<file path="src/rtl/param_sequence_detector.sv">
// Serial pattern detector with a loadable LEN-bit pattern, selectable
// overlapping/non-overlapping detection and a saturating match counter.
module param_sequence_detector #(
    parameter int unsigned    LEN     = 4,
    parameter logic [LEN-1:0] PAT_RST = LEN'(4'b1101),
    parameter int unsigned    CNT_W   = 8
) (
    input  logic             clock,
    input  logic             reset,
    input  logic             in_valid,
    input  logic             inp,
    input  logic             pat_load,
    input  logic [LEN-1:0]   pat_value,
    input  logic             overlap,
    input  logic             count_clr,
    output logic             outp,
    output logic [CNT_W-1:0] match_count
);

    localparam int unsigned       FILL_W    = $clog2(LEN + 1);
    localparam logic [FILL_W-1:0] FILL_FULL = FILL_W'(LEN);
    localparam logic [FILL_W-1:0] FILL_LAST = FILL_W'(LEN - 1);

    logic [LEN-1:0]    pattern_q, pattern_d;
    logic [LEN-1:0]    history_q, history_d;
    logic [FILL_W-1:0] fill_q, fill_d;
    logic              outp_q, outp_d;
    logic [CNT_W-1:0]  count_q, count_d;

    logic [LEN-1:0]    window_c;
    logic              accept_c;
    logic              match_c;

    // Candidate window including the incoming bit; a load cycle never accepts it
    always_comb begin
        window_c = {history_q[LEN-2:0], inp};
        accept_c = in_valid & ~pat_load;
        match_c  = accept_c && (window_c == pattern_q) && (fill_q >= FILL_LAST);
    end

    // Next-state for pattern, history, fill, match pulse and counter
    always_comb begin
        pattern_d = pattern_q;
        history_d = history_q;
        fill_d    = fill_q;
        outp_d    = match_c;
        count_d   = count_q;

        if (pat_load) begin
            pattern_d = pat_value;
            fill_d    = '0;
        end else if (accept_c) begin
            history_d = window_c;
            if (match_c) begin
                // overlap keeps the window full so the next bit can complete a match
                fill_d = overlap ? FILL_FULL : '0;
            end else if (fill_q != FILL_FULL) begin
                fill_d = fill_q + FILL_W'(1);
            end
        end

        if (count_clr) begin
            count_d = '0;
        end else if (match_c && (count_q != '1)) begin
            count_d = count_q + CNT_W'(1);
        end
    end

    // State registers with asynchronous reset
    always_ff @(posedge clock or posedge reset) begin
        if (reset) begin
            pattern_q <= PAT_RST;
            history_q <= '0;
            fill_q    <= '0;
            outp_q    <= 1'b0;
            count_q   <= '0;
        end else begin
            pattern_q <= pattern_d;
            history_q <= history_d;
            fill_q    <= fill_d;
            outp_q    <= outp_d;
            count_q   <= count_d;
        end
    end

    assign outp        = outp_q;
    assign match_count = count_q;

endmodule

</file>
<file path="config.mk">
export PLATFORM = sky130hd
export DESIGN_NAME = param_sequence_detector
export DESIGN_NICKNAME = d
export VERILOG_FILES = /design/src/rtl/param_sequence_detector.sv
export SDC_FILE = /design/constraint.sdc
export NUM_CORES = 1
export LEC_CHECK = 0
export CAP_MARGIN = 20
export CORE_MARGIN = 2
export CORE_UTILIZATION = 25
export DETAILED_ROUTE_END_ITERATION = 6
export SLEW_MARGIN = 20
export SYNTH_ARGS = -nofsm -noshare
export SYNTH_HDL_FRONTEND = slang
export SYNTH_SLANG_ARGS = --single-unit
</file>
<file path="constraint.sdc">
create_clock -name clock -period 2.5 [get_ports clock]
set_clock_uncertainty 0.1 [all_clocks]
set_input_delay 0.5 -clock clock [delete_from_list [all_inputs] [get_ports clock]]
set_output_delay 0.5 -clock clock [all_outputs]
set_load 0.01 [all_outputs]
</file>
==> impl_metrics.env <==
export IMPL_nNetsFinal=138
export IMPL_fillers=418
export IMPL_cpPeakStageDelay_ns=0.42
export IMPL_ios=20
export IMPL_worstSkewPairLatency_ns=0.25
export IMPL_worst_slew_pin_slew_ns=0.7291
export IMPL_tns_ns=0
export IMPL_synth_distinct_cells=29
export IMPL_cp_data_required_time_ns=2.54
export IMPL_yosys_warnings=0
export IMPL_detail_route_wl_per_cell_um=11.72
export IMPL_crit_family="compound AO/OA/AOI/OAI gates"
export IMPL_maxSlewViolCount=0
export IMPL_cp_num_buf_inv=1
export IMPL_rsz0062_at_grt="false"
export IMPL_viasPerCell=4.640
export IMPL_cp_end_kind="flip-flop"
export IMPL_hold_viol=0
export IMPL_fin_crit_ns=2.038
export IMPL_drc=0
export IMPL_irDropWorstVdd_mv=0.3327
export IMPL_antenna_cells=0
export IMPL_synth_top_area_share_pct=38.00
export IMPL_grt_pass1_wl_um=3574
export IMPL_grt_start_max_net_pins=20
export IMPL_crit_top_cell="ha_1"
export IMPL_grt_total_usage_pct=10.32
export IMPL_final_cell_mix="clkdlybuf4s50_1, dfrtp_1, nor2_1, mux2_2, xor2_1"
export IMPL_area_growth_pct=27.91
export IMPL_antenna_found_initial=0
export IMPL_cts_hold_buf=0
export IMPL_cts_resized=0
export IMPL_ant_nets=0
export IMPL_netlist_area_um2=1054
export IMPL_syn_avg_cell_area_um2=10.64
export IMPL_crit_type="flip-flop to flip-flop"
export IMPL_numCtsBuffers=3
export IMPL_dp_worst_setup_slack_ns=0.2005
export IMPL_cts_tree="yes"
export IMPL_final_layout_size_suffix_gt1_share_pct=18.03
export IMPL_drt_iter0_markers=26
export IMPL_io_buffers=19
export IMPL_maxCapViolations=0
export IMPL_start_kind="flip-flop"
export IMPL_synth_nets=114
export IMPL_synth_seq_cells=19
export IMPL_cts_root_buf="clkbuf_8"
export IMPL_cp_cell_sequence="ha_1 -> ha_1 -> a211oi_1 -> nor2_1 -> nand2_2 -> buf_4 -> mux2i_1 -> o22ai_1"
export IMPL_gp_congestion=0.8401
export IMPL_finalCritPeriodShare_pct=81.52
export IMPL_p_per_area_nw_per_um2=518.2
export IMPL_setup_violations=0
export IMPL_dr_pass1_iters=2
export IMPL_routed_via_count=798
export IMPL_slew_headroom_pct=51.34
export IMPL_cp_max_fo=5
export IMPL_die_h_um=68.92
export IMPL_outcome="completed"
export IMPL_multiInputGateArea_um2=529.3
export IMPL_synthTopCellsByArea="dfrtp_1, mux2_2, dfstp_2"
export IMPL_yosysTopAreaCell="dfrtp_1"
export IMPL_post_dp_hpwl_um=1558
export IMPL_rows=23
export IMPL_die_area_um2=4749
export IMPL_p_leak_nw=0.5627
export IMPL_die_width_um=68.92
export IMPL_worst_slack_ns=0.4619
export IMPL_cts_buffer_depth=2
export IMPL_core_area_um2=4029
export IMPL_initial_utilization_pct=26.15
export IMPL_grt_pass1_vias=833
export IMPL_fmax_mhz=490.7
export IMPL_synth_seq_area_share_pct=45.49
export IMPL_syn_instance_count=99
export IMPL_hp_class="flip-flop to flip-flop"
export IMPL_clk_pin_slew_ns=0.07
export IMPL_cts_sinks=19
export IMPL_layout_commonest_cell="clkdlybuf4s50_1"
export IMPL_htree_levels=1
export IMPL_cts_setup_buffers=0
export IMPL_cp_data_arrival_time_ns=2.08
export IMPL_cp_slowest_cell="dfrtp_1"
export IMPL_register_area_um2=479.2
export IMPL_overflow=0
export IMPL_drt_total_wl_um=2016
==> sequential cells by signal, indices dropped and copies added (netlist names) <==
| signal | flops |
|---|---|
| outp | 1 |
| match_count | 8 |
| pattern_q | 4 |
| fill_q | 3 |
| history_q | 3 |
==> report_power, final <==
group | leakage [nW] | total, mW | internal (mW) | switching, mW
combinational | 0.295 | 0.132 | 0.0648 | 0.0675
sequential | 0.245 | 0.354 | 0.335 | 0.0190
clock | 0.0228 | 0.212 | 0.113 | 0.0988
total | 0.563 | 0.698 | 0.513 | 0.185
==> worst paths after layout <==
check	start	slack, ns	cells after the start	endpoint
worst max register to register	fill_q[0]	0.46	8	fill_q[2]
worst min-delay path	history_q[2]	0.43	1	history_q[2]
min in group asynchronous	reset	0.57	2	match_count[1]
max in group asynchronous	reset	1.27	2	history_q[1]
worst max-delay path	fill_q[0]	0.46	8	fill_q[2]
worst min register to register	history_q[2]	0.43	1	history_q[2]
==> area by class of cell <==
type / instances / share of cell area (%)
clock buffers: 4 / 3.343
multi-input cells: 72 / 39.28
flip-flops and latches: 19 / 35.56
inverters: 5 / 1.393
repair buffers: 22 / 15.78
well taps: 50 / 4.643
==> cells in the mapped netlist <==
master	n
nor2_1	12
nor2b_1	1
nand2b_4	1
or3_1	1
dfrtp_1	16
xor2_1	8
o22ai_1	1
nand2_2	1
ha_1	4
mux2_2	8
nor3_4	2
a211oi_1	2
inv_1	5
nand4_1	2
a21oi_1	3
a2bb2oi_1	1
a31oi_1	3
nand2b_1	1
nand2_1	4
nor3_1	1
and3_1	2
buf_6	2
nor4_1	1
mux2i_1	2
buf_1	1
o21ai_0	3
dfstp_2	3
nand3_1	7
nand3_4	1
==> layer usage <==
layer | up-vias | share of wire, % | GRT usage, % | wire length, µm
li1 | 391 | - | - | -
met1 | 385 | 43 | 11.22 | 876
met2 | 18 | 50 | 17.55 | 1006
met3 | 4 | 5.2 | 4.058 | 104
met4 | 0 | 1.4 | 4.902 | 29
met5 | - | 0 | 0 | 0
==> stage by stage <==
step	power (mW)	hold WS, ns	std cells	cell area (µm²)	utilization [%]
3_5_place_dp	0.4947	0.4199	168	1303	32.33
4_1_cts	0.7102	0.4342	172	1348	33.45
3_3_place_gp	0.4895	0.4227	168	1303	32.33
2_1_floorplan	0.4547	0.3489	99	1054	-
5_1_grt	0.7491	0.4527	172	1348	33.45
6_report	0.6983	0.4302	172	1348	33.45
==> logic make-up (layout without fill, tap and decap cells) <==
logic type / count (synthesis) / count (layout) / synth area share, %
buf+inv: 8 / 31 / 4.275
simple gates: 37 / 37 / 20.90
mux: 10 / 10 / 10.45
xor+xnor: 8 / 8 / 6.651
flops: 19 / 19 / 45.49
compound gates: 13 / 13 / 7.482
fa+ha+maj: 4 / 4 / 4.751
(Power assumes the default switching activity.)
